File: config.mk
export PLATFORM = sky130hd
export DESIGN_NAME = acc_ctrl
export DESIGN_NICKNAME = d
export VERILOG_FILES = /design/src/rtl/acc_ctrl.sv
export SDC_FILE = /design/constraint.sdc
export NUM_CORES = 1
export LEC_CHECK = 0
export CORE_MARGIN = 1
export CORE_UTILIZATION = 40
export CTS_CLUSTER_SIZE = 12
export DETAILED_ROUTE_END_ITERATION = 16
export GPL_ROUTABILITY_DRIVEN = 0
export PLACE_DENSITY = 0.93
export SYNTH_ARGS = -nofsm -noshare
export SYNTH_HDL_FRONTEND = slang
export SYNTH_SLANG_ARGS = --single-unit
File: constraint.sdc
create_clock -name clk -period 3.45 [get_ports clk]
set_input_delay 0.345 -clock clk [delete_from_list [all_inputs] [get_ports clk]]
set_output_delay 0.345 -clock clk [all_outputs]
set_load 0.05 [all_outputs]
File: src/rtl/acc_ctrl.sv
// Instruction control and 4-bit accumulator stage feeding a combinational signed ALU.
// Optional signed-overflow flag on add/sub is built only when ACC_CTRL_OVF_EN is defined.
module acc_ctrl #(
    parameter logic [3:0] ACC_RST = 4'd0,
    parameter logic [3:0] LAST_OP = 4'd8
) (
    input  logic       clk,
    input  logic       rst_n,
    input  logic       acc_clr,
    input  logic       instr_valid,
    output logic       instr_ready,
    input  logic [3:0] instr_op,
    input  logic [3:0] instr_imm,
    output logic [3:0] alu_a,
    output logic [3:0] alu_b,
    output logic [3:0] alu_op,
    input  logic [3:0] alu_out,
    output logic       res_valid,
    input  logic       res_ready,
    output logic [3:0] res_data,
    output logic       res_z,
    output logic       res_n,
    output logic       res_err,
    output logic       res_ovf
);

    typedef enum logic [1:0] {IDLE, EXEC, RESP} state_t;

    state_t     state, state_nxt;
    logic [3:0] acc, op_q, imm_q;
    logic       err_q;
    logic       legal;
    logic       capture;

    assign legal   = (op_q <= LAST_OP);
    assign capture = instr_ready && instr_valid;

    always_ff @(posedge clk or negedge rst_n) begin
        if (!rst_n) state <= IDLE;
        else        state <= state_nxt;
    end

    // acc_clr overrides every transition, and also masks instr_ready
    // so a same-cycle instruction is never taken.
    always_comb begin
        state_nxt   = state;
        instr_ready = 1'b0;
        res_valid   = 1'b0;
        case (state)
            IDLE: begin
                instr_ready = !acc_clr;
                if (instr_valid) state_nxt = EXEC;
            end
            EXEC: state_nxt = RESP;
            RESP: begin
                res_valid = 1'b1;
                if (res_ready) state_nxt = IDLE;
            end
            default: state_nxt = IDLE;
        endcase
        if (acc_clr) state_nxt = IDLE;
    end

    always_ff @(posedge clk or negedge rst_n) begin
        if (!rst_n) begin
            acc   <= ACC_RST;
            op_q  <= 4'd0;
            imm_q <= 4'd0;
            err_q <= 1'b0;
        end else if (acc_clr) begin
            acc   <= ACC_RST;
            err_q <= 1'b0;
        end else begin
            if (capture) begin
                op_q  <= instr_op;
                imm_q <= instr_imm;
            end
            if (state == EXEC) begin
                if (legal) acc <= alu_out;
                err_q <= !legal;
            end
        end
    end

`ifdef ACC_CTRL_OVF_EN
    logic ovf_q, ovf_nxt;

    // Operand A is the immediate; overflow shows as a result sign unlike A's.
    always_comb begin
        ovf_nxt = 1'b0;
        case (op_q)
            4'd0:    ovf_nxt = (imm_q[3] == acc[3]) && (alu_out[3] != imm_q[3]);
            4'd1:    ovf_nxt = (imm_q[3] != acc[3]) && (alu_out[3] != imm_q[3]);
            default: ovf_nxt = 1'b0;
        endcase
    end

    always_ff @(posedge clk or negedge rst_n) begin
        if (!rst_n)              ovf_q <= 1'b0;
        else if (acc_clr)        ovf_q <= 1'b0;
        else if (state == EXEC)  ovf_q <= ovf_nxt;
    end

    assign res_ovf = ovf_q;
`else
    assign res_ovf = 1'b0;
`endif

    assign alu_a    = imm_q;
    assign alu_b    = acc;
    assign alu_op   = op_q;
    assign res_data = acc;
    assign res_z    = (acc == 4'd0);
    assign res_n    = acc[3];
    assign res_err  = err_q;

endmodule

[After elaboration in Yosys (flattened, before gate mapping)]
Index checks and enable logic that the tools add are counted.
Operators by class
  equal/unequal tests: 4
  muxes and demuxes: 11
  magnitude comparators: 1
  bitwise gates (word level): 1
  reduce and logical (&&, ||, !) cells: 10
Operator list (number)
  $mux 4: 3
  $mux 2: 3
  $ne 3x3->1 const B: 2
  $pmux 2 s3: 1
  $reduce_and 2->1: 3
  $le 4x4->1 const B: 1
  $logic_not 4->1: 1
  $mux 1: 4
  $reduce_bool 2->1: 2
  $eq 2x1->1 const B: 1
  $eq 2x2->1 const B: 1
  $logic_not 1->1: 2
  $logic_not 2->1: 1
  $logic_and 1x1->1: 1
  $not 1->1: 1
Word-level totals
  logic and storage cells: 32
  output and inout port bits: 22
  register bits after elaboration: 15
  input bits: 17

[Longest topological paths before layout]
Gate-level depths: netlist of run 1.
  word-level depth: 4
  depth in mapped cells: 4
  gate-level depth less buffers: 3

[Worst setup path before layout of run 1]
Ideal clock, no wire load.
  path type: register -> output
  start: reg acc[1] (netlist: alu_b[1])
  end: out res_z
  path slack: 0.921 ns
  data required time: 3.105 ns
  arrival: 2.184 ns
  cell stages (with the launch flop): 2
  path buffers: 0
  cells stage by stage: dfrtp_1 nor4_1
On the way
  cells in the longest elaborated chain, start to end: 1
Ends and longest elaborated chain
  from (decl): line 30  | logic [3:0] acc, op_q, imm_q;
  from (signal assigned): line 79  | if (legal) acc <= alu_out;
  $logic_not 4->1: line 113  | assign res_z = (acc == 4'd0);
  to (decl): line 21  | output logic res_z,
Every way passes these cells.

[Worst setup path after layout of run 1]
  start: in acc_clr
  end: out instr_ready
On the way
  cells in the longest elaborated chain, start to end: 2
Ends and longest elaborated chain
  from (decl): line 9  | input logic acc_clr,
  $logic_not 1->1: line 51  | instr_ready = !acc_clr;
  $mux 1: line 49  | case (state)
  to (decl): line 11  | output logic instr_ready,
Every way passes these cells.

==> results.sh, run 1 <==
export IMPL_switchingPower_w=0.000253
export IMPL_path_buf_inv=2
export IMPL_die_w_um=44.7
export IMPL_num_nets_final=111
export IMPL_grt_pass1_vias=575
export IMPL_drt_initial_drc_count=4
export IMPL_synth_top_cell_area_share_pct=51.5
export IMPL_hpwlAfterDp_mm=1.15
export IMPL_worstPathArrival_ns=2.02
export IMPL_slowest_stage="clkdlybuf4s50_1"
export IMPL_setup_viol=0
export IMPL_required_ns=3.11
export IMPL_power_internal_w=0.000351
export IMPL_post_cts_repair_setup_buffers=0
export IMPL_comb_power_share_pct=46.4
export IMPL_irDropWorstVdd_mv=0.332
export IMPL_critPathKind="in -> out"
export IMPL_startpoint_type="input port"
export IMPL_drive_gt1_share_pct=12.9
export IMPL_status="complete, no violations"
export IMPL_tightest_slew_ns=0.664
export IMPL_syn_avg_cell_area_um2=12.2
export IMPL_drv_slew=0
export IMPL_fmax_ghz=0.423
export IMPL_n_fill_cell=154
export IMPL_yosys_top_cells_area="dfrtp_1 (51%), mux2_2 (9.3%), buf_4 (7.2%)"
export IMPL_synth_async_reset_ratio_pct=100
export IMPL_cts_resized=0
export IMPL_numCtsBuffers=3
export IMPL_initial_utilization_pct=42.2
export IMPL_rsz0062_at_grt="false"
export IMPL_cts_sinks=15
export IMPL_antenna_found_initial=0
export IMPL_ys_warn_count=0
export IMPL_end_kind="output pin"
export IMPL_final_setup_tns_ns=0
export IMPL_reg2reg_slack_ns=1.91
export IMPL_wl_per_cell_um=13.0
export IMPL_postCtsHoldBufs=0
export IMPL_route_antenna_remaining_nets=0
export IMPL_n_antenna_cell=0
export IMPL_crit_family="buffers and inverters"
export IMPL_hold_path_class="in -> async"
export IMPL_syn_area_um2=729
export IMPL_synth_seq_cells=15
export IMPL_die_area_um2=2000
export IMPL_slowest_delay_ns=0.84
export IMPL_syn_nets=77
export IMPL_wl_mm=1.54
export IMPL_clock_path_buffers=2
export IMPL_grt_first_pass_wirelength_mm=2.50
export IMPL_area_delta_synth_final_pct=50.9
export IMPL_cts_root_buf="clkbuf_4"
export IMPL_fin_area_um2=1100
export IMPL_synthCells=60
export IMPL_p_leak_nw=0.480
export IMPL_tritoncts="done"
export IMPL_io_buffers=37
export IMPL_grt_max_degree=16
export IMPL_core_um2=1730
export IMPL_vias=604
export IMPL_synth_most_common_cell="dfrtp_1"
export IMPL_post_route_period_util_pct=68.5
export IMPL_placed_area_um2=1070
export IMPL_synthFlopType="dfrtp_1"
export IMPL_vias_per_cell=5.12
export IMPL_num_rows=15
export IMPL_dp_cells=114
export IMPL_path_cells="clkdlybuf4s50_1 > nor3_1 > clkdlybuf4s50_1"
export IMPL_dr_pass1_iters=4
export IMPL_hold_violations=0
export IMPL_final_cell_count_no_fill=118
export IMPL_insertion_delay_ns=0.28
export IMPL_fin_skew_ns=0.00239
export IMPL_yosysTopAreaCell="dfrtp_1"
export IMPL_min_period_ns=2.36
export IMPL_ios=39
export IMPL_cp_common_cell="clkdlybuf4s50_1"
export IMPL_slew_headroom_pct=55.6
export IMPL_grt_overflow=0
export IMPL_cp_max_fo=12
export IMPL_power_density_nw_per_um2=549
export IMPL_grt_usage_pct=17.4
export IMPL_h_tree_depth=1
export IMPL_synth_edf_count=0
export IMPL_die_h_um=44.7
export IMPL_synth_common_cells="dfrtp_1 (15), buf_4 (7), mux2_2 (6)"
export IMPL_clk_pin_slew_ns=0.09
export IMPL_power_switching_share_pct=41.8
export IMPL_synthDistinctLibCells=20
export IMPL_pwr_share_clk_pct=16.3
export IMPL_cap_viol_max_count=0
export IMPL_ys_seq_area_share_pct=51.5
export IMPL_drc=0
export IMPL_seq_power_share_pct=37.3
[logic make-up (layout without fill, tap and decap cells)]
kind of cell | after synthesis | after routing | share of synthesized area, %
other | 1 | 1 | 0.514
AO/OA/AOI/OAI | 9 | 9 | 10.5
AND/OR/NAND/NOR | 14 | 14 | 13.7
multiplexers | 9 | 9 | 13.9
buffers and inverters | 12 | 45 | 9.95
flip-flops | 15 | 15 | 51.5
[per-stage QoR]
step	total power (W)	utilization (%)	hold slack [ns]	setup slack, ns
after detailed placement	0.000510	62.2	0.474	1.07
after CTS	0.000611	63.8	0.485	1.08
after floorplan	0.000414	-	0.0494	0.921
after global placement	0.000504	62.2	0.471	1.12
after global routing	0.000633	63.8	0.508	1.01
final	0.000604	63.8	0.464	1.09
[final cells by class]
type / instances / area [um2] / share of cell area, %
Clock inverter: 1 / 5.00 / 0.455
Timing Repair Buffer: 37 / 370 / 33.6
Multi-Input combinational cell: 33 / 282 / 25.6
Inverter: 4 / 15.0 / 1.36
Clock buffer: 3 / 22.5 / 2.05
Tap cell: 25 / 31.3 / 2.84
Sequential cell: 15 / 375 / 34.1
[placed cells by master, fill, tap and decap left out, drive strengths merged]
cell and n:
nor3b 4, nor3 1, clkinv 1, or3 1, nand2b 2, and2 1
nor4 1, and3b 1, nor2b 2, clkdlybuf4s50 37, conb 1, inv 4
mux2 9, a2111oi 4, dfrtp 15, a21oi 1, nor2 1, a211o 4
clkbuf 3
[flip-flops by register name, indices dropped and copies added, names as in the netlist]
| signal | cells |
|---|---|
| alu_b | 4 |
| alu_a | 4 |
| res_err | 1 |
| alu_op | 4 |
| state | 2 |
[metal layers]
metal | vias up | track usage [%] | wire length, um
li1 | 276 | - | -
met1 | 298 | 19.7 | 613
met3 | 0 | 5.20 | 123
met5 | - | 0 | 0
met2 | 30 | 31.5 | 802
met4 | 0 | 5.45 | 0
[path summary, 6_finish.rpt]
check,start,endpoint,cells after the start
min in group clk,alu_a[3],alu_a[3],1
worst min register to register,alu_a[3],alu_a[3],1
worst max-delay path,acc_clr,instr_ready,3
worst min-delay path,rst_n,alu_op[1],1
max in group asynchronous,rst_n,alu_b[3],1
worst max register to register,alu_op[1],alu_b[0],3
[power by group through the flow]
stage | Clock (W) | Sequential [W] | Combinational [W]
after global routing | 0.000111 | 0.000230 | 0.000291
after global placement | 0 | 0.000227 | 0.000278
final | 0.0000984 | 0.000225 | 0.000280
after detailed placement | 0 | 0.000229 | 0.000281
after floorplan | 0 | 0.000319 | 0.0000955
after CTS | 0.000103 | 0.000226 | 0.000282
No activity file was read; power rests on OpenSTA's default activity.
==> inputs of run 2 (changes only) <==
--- a/config.mk
+++ b/config.mk
@@ -6,11 +6,11 @@
 export NUM_CORES = 1
 export LEC_CHECK = 0
 export CORE_MARGIN = 1
-export CORE_UTILIZATION = 40
+export CORE_UTILIZATION = 37
 export CTS_CLUSTER_SIZE = 12
 export DETAILED_ROUTE_END_ITERATION = 16
 export GPL_ROUTABILITY_DRIVEN = 0
-export PLACE_DENSITY = 0.93
+export PLACE_DENSITY = 0.87
 export SYNTH_ARGS = -nofsm -noshare
 export SYNTH_HDL_FRONTEND = slang
 export SYNTH_SLANG_ARGS = --single-unit
==> constraint.sdc (replaced) <==
create_clock -name clk -period 2.3 [get_ports clk]
set_input_delay 0.23 -clock clk [delete_from_list [all_inputs] [get_ports clk]]
set_output_delay 0.23 -clock clk [all_outputs]
set_load 0.05 [all_outputs]
==> results.sh, run 2 (same netlist as run 1, synthesis figures left out) <==
export IMPL_status="complete, no violations"
export IMPL_grt_util_met2_pct=24.2
export IMPL_route_antenna_remaining_nets=0
export IMPL_startpoint="alu_b[1]"
export IMPL_num_rows=15
export IMPL_n_antenna_cell=0
export IMPL_cp_max_fo=5
export IMPL_cts_root_buf="clkbuf_4"
export IMPL_die_h_um=46.4
export IMPL_n_fill_cell=151
export IMPL_postCtsHoldBufs=0
export IMPL_die_w_um=46.4
export IMPL_setup_viol=0
export IMPL_drive_gt1_share_pct=16.1
export IMPL_hold_path_class="in -> async"
export IMPL_final_cell_count_no_fill=118
export IMPL_reg2reg_slack_ns=0.77
export IMPL_rsz0062_at_grt="false"
export IMPL_clk_pin_slew_ns=0.09
export IMPL_ios=39
export IMPL_drc=0
export IMPL_post_cts_repair_setup_buffers=0
export IMPL_power_density_nw_per_um2=821
export IMPL_busiest_layer="met2"
export IMPL_dp_cells=114
export IMPL_regToRegEndpoint="alu_op[1]"
export IMPL_placed_area_um2=1080
export IMPL_grt_usage_pct=16.3
export IMPL_final_util_pct=62.2
export IMPL_grt_pass1_vias=525
export IMPL_cts_resized=0
export IMPL_grt_overflow=0
export IMPL_p_leak_nw=0.485
export IMPL_end_kind="output pin"
export IMPL_num_nets_final=111
export IMPL_antenna_found_initial=0
export IMPL_insertion_delay_ns=0.28
export IMPL_drv_slew=0
export IMPL_core_um2=1780
export IMPL_cap_viol_max_count=0
export IMPL_slew_headroom_pct=56.5
export IMPL_worstPathArrival_ns=1.92
export IMPL_min_period_ns=2.15
export IMPL_fin_area_um2=1110
export IMPL_required_ns=2.07
export IMPL_dr_pass1_iters=4
export IMPL_hold_violations=0
export IMPL_grt_use_met3_pct=2.75
export IMPL_drt_initial_drc_count=3
export IMPL_io_buffers=37
export IMPL_irDropWorstVdd_mv=0.483
export IMPL_grt_util_met1_pct=21.7
export IMPL_worstRegToRegCells=3
export IMPL_die_area_um2=2150
export IMPL_numCtsBuffers=3
export IMPL_area_delta_synth_final_pct=52.1
export IMPL_layout_commonest_cell="clkdlybuf4s50_1"
export IMPL_vias=554
export IMPL_wl_mm=1.53
export IMPL_fin_skew_ns=0.00848
export IMPL_wl_per_cell_um=13.0
export IMPL_vias_per_cell=4.69
export IMPL_r2r_start="state[1]"
export IMPL_fmax_ghz=0.465
export IMPL_startpoint_type="register"
export IMPL_final_cell_mix="clkdlybuf4s50_1 (36), dfrtp_1 (15), mux2_2 (6)"
export IMPL_final_setup_tns_ns=0
export IMPL_cts_sinks=15
export IMPL_h_tree_depth=1
export IMPL_post_route_period_util_pct=93.5
export IMPL_tritoncts="done"
export IMPL_grt_first_pass_wirelength_mm=2.39
export IMPL_initial_utilization_pct=40.9
export IMPL_crit_end="res_z"
export IMPL_critPathKind="reg -> out"
export IMPL_grt_max_degree=16
export IMPL_hpwlAfterDp_mm=1.21
export IMPL_clock_path_buffers=2
export IMPL_tightest_slew_ns=0.650
==> run 2: cell count changes in the layout (fill, tap and decap cells not counted), sizes merged <==
cell,previous run,this run
buf,0,1
clkdlybuf4s50,37,36
==> run 2: area by class of cell <==
cell class              instances  area, um2  share of cell area (%)
multi-input cells              33        293                    26.4
flip-flops and latches         15        375                    33.8
clock buffers                   3       22.5                    2.03
repair buffers                 37        368                    33.1
inverters                       4       15.0                    1.35
clock inverters                 1       5.00                   0.451
well taps                      25       31.3                    2.82
==> run 2: worst min path at each step <==
stage / depth (start not counted) / to / slack [ns]
final: 1 / state[0] / 0.34
after global routing: 1 / state[1] / 0.40
after CTS: 1 / alu_op[2] / 0.36
after detailed placement: 1 / alu_a[1] / 0.48
after global placement: 1 / alu_a[3] / 0.47
after floorplan: 0 / alu_a[0] / -0.07
==> run 2: worst max-delay path, cell delays in order (launching register included) <==
cell,delay (ns)
dfrtp_1,0.43
nor4_2,0.34
clkdlybuf4s50_1,0.86
==> run 2: metrics by stage <==
stage / setup WS (ns) / hold WS, ns / total power (W)
after CTS: 0.174 / 0.357 / 0.000919
after detailed placement: 0.330 / 0.475 / 0.000771
after global placement: 0.431 / 0.470 / 0.000763
after floorplan: 0.396 / -0.0656 / 0.000625
after global routing: 0.0852 / 0.399 / 0.000951
final: 0.150 / 0.338 / 0.000911
==> run 2: routing by layer <==
layer	vias up	part of all wire, %
li1	274	-
met3	6	5.6
met2	26	46
met5	-	0
met4	0	2.8
met1	248	46
==> run 2: report_power, final <==
group / leakage, nW / internal (W) / switching, W
logic: 0.278 / 0.000160 / 0.000264
registers: 0.189 / 0.000305 / 0.0000356
clock network: 0.0177 / 0.0000646 / 0.0000822
==> inputs of run 3 (changes only) <==
--- a/config.mk
+++ b/config.mk
@@ -5,7 +5,8 @@
 export SDC_FILE = /design/constraint.sdc
 export NUM_CORES = 1
 export LEC_CHECK = 0
-export CORE_MARGIN = 1
+export ABC_CLOCK_PERIOD_IN_PS = 2300
+export CORE_MARGIN = 1.5
 export CORE_UTILIZATION = 37
 export CTS_CLUSTER_SIZE = 12
 export DETAILED_ROUTE_END_ITERATION = 16
==> results.sh, run 3 (same netlist as run 1, synthesis figures left out) <==
export IMPL_end_kind="output pin"
export IMPL_hold_violations=0
export IMPL_vias_per_cell=4.87
export IMPL_slew_headroom_pct=55.8
export IMPL_critPathKind="reg -> out"
export IMPL_ios=39
export IMPL_status="complete, no violations"
export IMPL_seq_power_share_pct=37.2
export IMPL_grt_usage_pct=16.5
export IMPL_dp_slack_ns=0.519
export IMPL_final_setup_tns_ns=0
export IMPL_h_tree_depth=1
export IMPL_num_nets_final=112
export IMPL_reg2reg_slack_ns=0.73
export IMPL_drive_gt1_share_pct=16.0
export IMPL_insertion_delay_ns=0.27
export IMPL_fmax_ghz=0.480
export IMPL_grt_first_pass_wirelength_mm=2.48
export IMPL_cts_sinks=15
export IMPL_power_internal_w=0.000532
export IMPL_final_cell_count_no_fill=119
export IMPL_antenna_found_initial=0
export IMPL_drt_initial_drc_count=4
export IMPL_layout_commonest_cell="clkdlybuf4s50_1"
export IMPL_power_density_nw_per_um2=814
export IMPL_die_w_um=47.4
export IMPL_r2r_start="alu_op[1]"
export IMPL_tritoncts="done"
export IMPL_setup_viol=0
export IMPL_clk_pin_slew_ns=0.08
export IMPL_grt_overflow=0
export IMPL_clock_path_buffers=2
export IMPL_startpoint="alu_b[1]"
export IMPL_cp_max_fo=5
export IMPL_area_delta_synth_final_pct=53.0
export IMPL_vias=579
export IMPL_drc=0
export IMPL_initial_utilization_pct=40.9
export IMPL_startpoint_type="register"
export IMPL_n_antenna_cell=0
export IMPL_wl_per_cell_um=13.4
export IMPL_grt_pass1_vias=573
export IMPL_cts_root_buf="clkbuf_4"
export IMPL_dr_pass1_iters=3
export IMPL_grt_max_degree=16
export IMPL_crit_end="res_z"
export IMPL_num_rows=15
export IMPL_required_ns=2.07
export IMPL_route_antenna_remaining_nets=0
export IMPL_rsz0062_at_grt="false"
export IMPL_min_period_ns=2.08
export IMPL_wl_mm=1.60
export IMPL_hpwlAfterDp_mm=1.28
export IMPL_power_switching_share_pct=41.4
export IMPL_comb_power_share_pct=47.0
export IMPL_n_fill_cell=155
export IMPL_drv_slew=0
export IMPL_post_route_period_util_pct=90.5
export IMPL_worstPathArrival_ns=1.85
export IMPL_regToRegEndpoint="alu_b[0]"
export IMPL_die_area_um2=2250
export IMPL_p_leak_nw=0.487
export IMPL_setup_ws_ns=0.218
export IMPL_core_um2=1780
export IMPL_fin_skew_ns=0.000853
export IMPL_cap_viol_max_count=0
export IMPL_io_buffers=37
export IMPL_die_h_um=47.4
export IMPL_dp_cells=115
export IMPL_numCtsBuffers=3
export IMPL_switchingPower_w=0.000376
export IMPL_irDropWorstVdd_mv=0.432
export IMPL_postCtsHoldBufs=0
export IMPL_cts_resized=0
export IMPL_post_cts_repair_setup_buffers=0
export IMPL_worstRegToRegCells=3
export IMPL_hold_path_class="in -> async"
export IMPL_pwr_share_clk_pct=15.8
export IMPL_tightest_slew_ns=0.661
export IMPL_final_cell_mix="clkdlybuf4s50_1 (36), dfrtp_1 (15), mux2_2 (6)"
-- run 3: through the flow --
step / area, um2 / util, % / total power, W / hold slack, ns
finish: 1120 / 62.6 / 0.000908 / 0.359
floorplan: 741 / - / 0.000625 / -0.0656
global placement: 1090 / 61.1 / 0.000765 / 0.467
CTS: 1120 / 62.6 / 0.000916 / 0.382
global route: 1120 / 62.6 / 0.000952 / 0.400
detailed placement: 1090 / 61.1 / 0.000773 / 0.479
-- run 3: metal layers --
metal | GRT usage, % | wire (um) | vias to the layer above
met4 | 8.33 | 19 | 0
li1 | - | - | 276
met1 | 18.9 | 622 | 281
met2 | 29.2 | 867 | 20
met3 | 2.69 | 89 | 2
met5 | 0 | 0 | -
-- run 3: area by class of cell --
| type | instances | area (um2) | share of cell area (%) |
|---|---|---|---|
| well taps | 25 | 31.3 | 2.80 |
| flip-flops and latches | 15 | 375 | 33.6 |
| multi-input cells | 33 | 293 | 26.2 |
| inverters | 4 | 15.0 | 1.35 |
| repair buffers | 38 | 375 | 33.6 |
| clock buffers | 4 | 26.3 | 2.35 |
-- run 3: power by group through the flow --
stage	Clock, W	Sequential [W]	Combinational, W
2_1_floorplan	0	0.000479	0.000146
3_3_place_gp	0	0.000341	0.000424
3_5_place_dp	0	0.000343	0.000429
4_1_cts	0.000148	0.000338	0.000430
5_1_grt	0.000164	0.000344	0.000444
6_report	0.000144	0.000338	0.000427
-- run 3: worst min-delay path by stage --
stage / end / slack (ns) / cells after the start
3_3_place_gp: alu_a[1] / 0.47 / 1
6_report: alu_a[3] / 0.36 / 1
4_1_cts: alu_a[0] / 0.38 / 1
5_1_grt: alu_b[2] / 0.40 / 1
2_1_floorplan: alu_a[0] / -0.07 / 0
3_5_place_dp: alu_a[0] / 0.48 / 1
-- run 3: worst max-delay path, cell delays in order, from the launching register on --
cell	delay [ns]
dfrtp_1	0.43
nor4_2	0.30
clkdlybuf4s50_1	0.86
==> edit 1: new RTL, flow settings as in run 2 <==
Add a define of `ACC_CTRL_OVF_EN`.
--- a/src/rtl/acc_ctrl.sv
+++ b/src/rtl/acc_ctrl.sv
@@ -1,5 +1,7 @@
 // Instruction control and 4-bit accumulator stage feeding a combinational signed ALU.
 // Optional signed-overflow flag on add/sub is built only when ACC_CTRL_OVF_EN is defined.
+`define ACC_CTRL_OVF_EN
+
 module acc_ctrl #(
     parameter logic [3:0] ACC_RST = 4'd0,
     parameter logic [3:0] LAST_OP = 4'd8
Formal check against the unedited RTL: not equivalent (a bounded check fails within 4 cycles, from zero or initial values and one cycle with rst_n low).
==> edit 1 against run 2 <==
  * Sequential cell count grew 1
  * Cell count up 7.6%
  * Setup slack gained 0.10 ns
  * Clock skew is essentially flat
  * Power is 8.7% higher
  * Design area is 12% higher
  * Non-clock buffer count is 2 higher
  * Area after synthesis increased by 12%
  * Critical endpoint unchanged
  * Critical path depth stayed put
  * Synthesized cell count rose by 6.7%
  * Wire length up 7.7%
  * First-iteration DRC count grew to 3.0 times the old value
==> edit 1: results (changes against run 2) <==
[status]
status=finished clean

[layout]
fin_cells=127  ; +7.6%
drive_gt1_share_pct=21.0  ; +4.9 points
fill_cells=167  ; +11%

[synthesis]
synth-xor-area-share_pct=1.08  ; +1.1 points
synth_compound_area_share_pct=15.1  ; +4.6 points
synth_top_family_by_area=compound AO/OA/AOI/OAI gates
syn_nets=81  ; +5.2%
synth_mux_area_share_pct=13.7  ; -0.22 points
yosysSeqAreaShare_pct=49.2  ; -2.3 points
synth_commonest_cells=dfrtp_1, mux2_2, buf_4
ys_types=24  ; +20%
synth_area_leaders=dfrtp_1, mux2_2, a2111oi_4

[grt]
grt_max_degree=17  ; +1
track_usage_pct=14.8  ; -1.5 points
first_global_vias=616  ; +17%
grt_pass1_wl_um=2730  ; +14%

[power_and_ir_drop]
p_leak_nw=0.501  ; +3.4%
internal_power_mw=0.592  ; +12%
comb_power_share_pct=44.4  ; -2.1 points
seq-power_mw=0.369  ; +8.5%

[detailed_routing]
viasPerCell=4.93  ; +5.0%
drt-total-wl_um=1650  ; +7.7%
drtIter0Drc=9  ; +6
first_pass_iters=2  ; -2

[timing]
finalClockSkew_ns=0.00805  ; -0.000439 ns
tightest_slew_ns=0.698  ; +0.0483 ns

[place]
dpl.hpwl_um=1280  ; +5.9%
dp_cells=123  ; +7.9%
dp_slack_ns=0.421  ; +0.0910 ns

[clock_network]
insertion_delay_ns=0.28  ; about the same

[critical_path]
slowest_delay_ns=0.83  ; -0.03 ns
crit_path_max_fanout=7  ; +2

-- edit 1: cell types whose count changed in the layout (fill, tap and decap cells not counted), moves of 2 or more --
cell and change:
a2111oi_0 -3, mux2_1 -3, mux2_2 +3, a2111oi_4 +2, a211o_1 -2, a22o_1 +2
inv_1 -2, nor2b_1 +2, nor3b_1 -2
-- edit 1: worst reg2reg max path: stages (launching register included) --
cell and delay (ns):
dfrtp_1 0.41, nor3_2 0.26, and2_1 0.40, mux2_2 0.39
-- edit 1: logic make-up after synthesis --
kind of cell | count (synthesis)
AND/OR/NAND/NOR | 18
flip-flops | 16
AO/OA/AOI/OAI | 10
multiplexers | 10
buffers and inverters | 9
XOR/XNOR | 1
-- edit 1: path summary, 6_finish.rpt --
path,startpoint,endpoint,slack [ns],cells past startpoint
hold / removal,rst_n,alu_b[0],0.36,1
setup / recovery,alu_b[3],res_z,0.25,2
min in group clk,res_err,res_err,0.51,1
max in group asynchronous,rst_n,alu_a[0],1.49,1
setup reg to reg,state[1],alu_a[0],0.73,3
hold reg to reg,res_err,res_err,0.51,1
-- edit 1: area by class of cell --
| type | count | area [um^2] | share of cell area [%] |
|---|---|---|---|
| repair buffers | 39 | 398 | 32.0 |
| well taps | 27 | 33.8 | 2.72 |
| inverters | 2 | 7.51 | 0.604 |
| multi-input cells | 39 | 368 | 29.6 |
| flip-flops and latches | 16 | 400 | 32.2 |
| clock buffers | 4 | 36.3 | 2.92 |
-- edit 1: metal layers --
| metal | global-route usage (%) | wire [um] |
|---|---|---|
| met2 | 25.7 | 868 |
| met4 | 4.41 | 0 |
| met1 | 18.3 | 682 |
| met5 | 0 | 0 |
| met3 | 3.12 | 100 |
==> edit 2: new RTL, flow settings as in run 2 <==
Made on the original files. Re-encode `state_t` (3 states) as one-hot, 3 bits wide.
--- a/src/rtl/acc_ctrl.sv
+++ b/src/rtl/acc_ctrl.sv
@@ -24,7 +24,7 @@
     output logic       res_ovf
 );
 
-    typedef enum logic [1:0] {IDLE, EXEC, RESP} state_t;
+    typedef enum logic [2:0] {IDLE = 3'b001, EXEC = 3'b010, RESP = 3'b100} state_t;
 
     state_t     state, state_nxt;
     logic [3:0] acc, op_q, imm_q;
Behaviour: same outputs for any inputs over 10 cycles, from zero or initial values and one cycle with rst_n low; not proved beyond that.
==> edit 2 against run 2 <==
  * Sequential share of layout area decreased by 0.73 points
  * Non-clock buffer count rose by 1
  * Register-to-register slack worse by 0.19 ns
  * Sequential cell count up 1
  * Wire length rose by 7.5%
  * Setup slack better by 0.095 ns
  * Area after synthesis is 13% higher
  * Power is 2.8% lower
  * Design area grew 9.4%
  * Largest cell class unchanged
==> edit 2: results (changes against run 2) <==
[status]
status=finished clean

[critical_path]
slowest_delay_ns=0.84  ; -0.02 ns
crit_path_max_fanout=5  ; unchanged
crit_path_top_delay_cell=clkdlybuf4s50_1
path_delay_family=buffers and inverters
arrival_ns=1.82  ; -0.10 ns

[layout]
multi_input_area_um2=373  ; +27%
fill_cells=182  ; +21%
diodes=0  ; unchanged
drive_gt1_share_pct=17.6  ; +1.5 points
layout.nets=120  ; +8.1%

[detailed_routing]
drtIter0Drc=13  ; +10
drt-total-wl_um=1650  ; +7.5%
first_pass_iters=4  ; unchanged
vias=645  ; +16%
viasPerCell=5.00  ; +6.5%

[place]
placed_area_um2=1190  ; +9.7%
dp_cells=125  ; +9.6%
io_buffers=37  ; unchanged
dpl.hpwl_um=1280  ; +5.8%
dp_slack_ns=0.470  ; +0.140 ns

[power_and_ir_drop]
p_leak_nw=0.505  ; +4.1%
ir_worst_vdd_v=0.000417  ; -14%

[synthesis]
yosysSeqAreaShare_pct=48.6  ; -2.8 points
synth-async-reset-ratio_pct=100  ; unchanged
synth_area_leaders=dfrtp_1, mux2_4, nand3b_1
ys_types=23  ; +15%
synth_mux_area_share_pct=15.9  ; +2.0 points
ys.flop_type=dfrtp_1
synth_fa_ha_area_share_pct=0  ; unchanged
synth_cells=68  ; +13%
synth-xor-area-share_pct=0  ; unchanged
ys_warn_count=0  ; unchanged
syn_nets=85  ; +10%
synth_commonest_cells=dfrtp_1, nand3b_1, mux2_4
synth_compound_area_share_pct=5.76  ; -4.7 points

[min_path]
min_path_type=in2async

[clock_network]
insertion_delay_ns=0.28  ; about the same
post-cts-setup-buffer-count=0  ; unchanged
clockBufferDepth=2  ; unchanged
htree_levels=1  ; unchanged
cts_buffers=3  ; unchanged
root_buffer=clkbuf_4
holdBufCountCts=0  ; unchanged
cts_resized=0  ; unchanged
cts.reportedPaths.clkPinSlew_ns=0.09  ; about the same

[grt]
track_usage_pct=15.9  ; -0.38 points
gr-total-overflow=0  ; unchanged
grt_max_degree=17  ; +1
grt_pass1_wl_um=2880  ; +20%
antenna_found_initial=0  ; unchanged
first_global_vias=593  ; +13%

[timing]
finalClockSkew_ns=0.0115  ; +0.00302 ns
relSlewSlack_pct=53.6  ; -2.9 points

==> edit 2: cell types whose count changed after synthesis, moves of 4 or more <==
cell and change:
nand3b_1 +9, mux2_4 +8, mux2_2 -5, a211o_1 -4
nand3_1 +4, nor3b_1 -4, o211ai_1 +4
==> edit 2: metal layers <==
layer	wire length (um)	track usage [%]	vias to the layer above
met3	168	5.92	2
li1	-	-	303
met4	20	5.88	0
met1	711	20.4	307
met5	0	0	-
met2	748	24.2	33
==> edit 2: layout make-up <==
class                   instances  area share [%]
flip-flops and latches         16            33.1
repair buffers                 38            30.9
multi-input cells              43            30.7
well taps                      27            2.78
clock buffers                   4            2.16
inverters                       1           0.309
==> edit 2: power breakdown <==
| part | internal, mW | switching [mW] | leakage [nW] | total, mW |
|---|---|---|---|---|
| combinational | 0.160 | 0.225 | 0.289 | 0.385 |
| clock | 0.0670 | 0.0784 | 0.0150 | 0.145 |
| sequential | 0.323 | 0.0325 | 0.201 | 0.355 |
| total | 0.550 | 0.336 | 0.505 | 0.886 |
==> edit 2: path summary, 6_finish.rpt <==
| check | start | to | slack, ns | depth (start not counted) |
|---|---|---|---|---|
| worst max-delay path | alu_b[1] | res_z | 0.25 | 2 |
| worst min-delay path | rst_n | alu_b[2] | 0.36 | 1 |
| worst max register to register | state[0] | alu_a[3] | 0.58 | 3 |
| worst min register to register | alu_a[3] | alu_a[3] | 0.52 | 1 |
| max in group asynchronous | rst_n | res_err | 1.48 | 1 |
| min in group clk | alu_a[3] | alu_a[3] | 0.52 | 1 |
==> edit 2: kinds of logic (layout without fill, tap and decap cells) <==
group	after synthesis	after routing
flip-flops	16	16
buffers and inverters	9	43
other	1	1
AO/OA/AOI/OAI	7	7
multiplexers	9	9
AND/OR/NAND/NOR	26	26
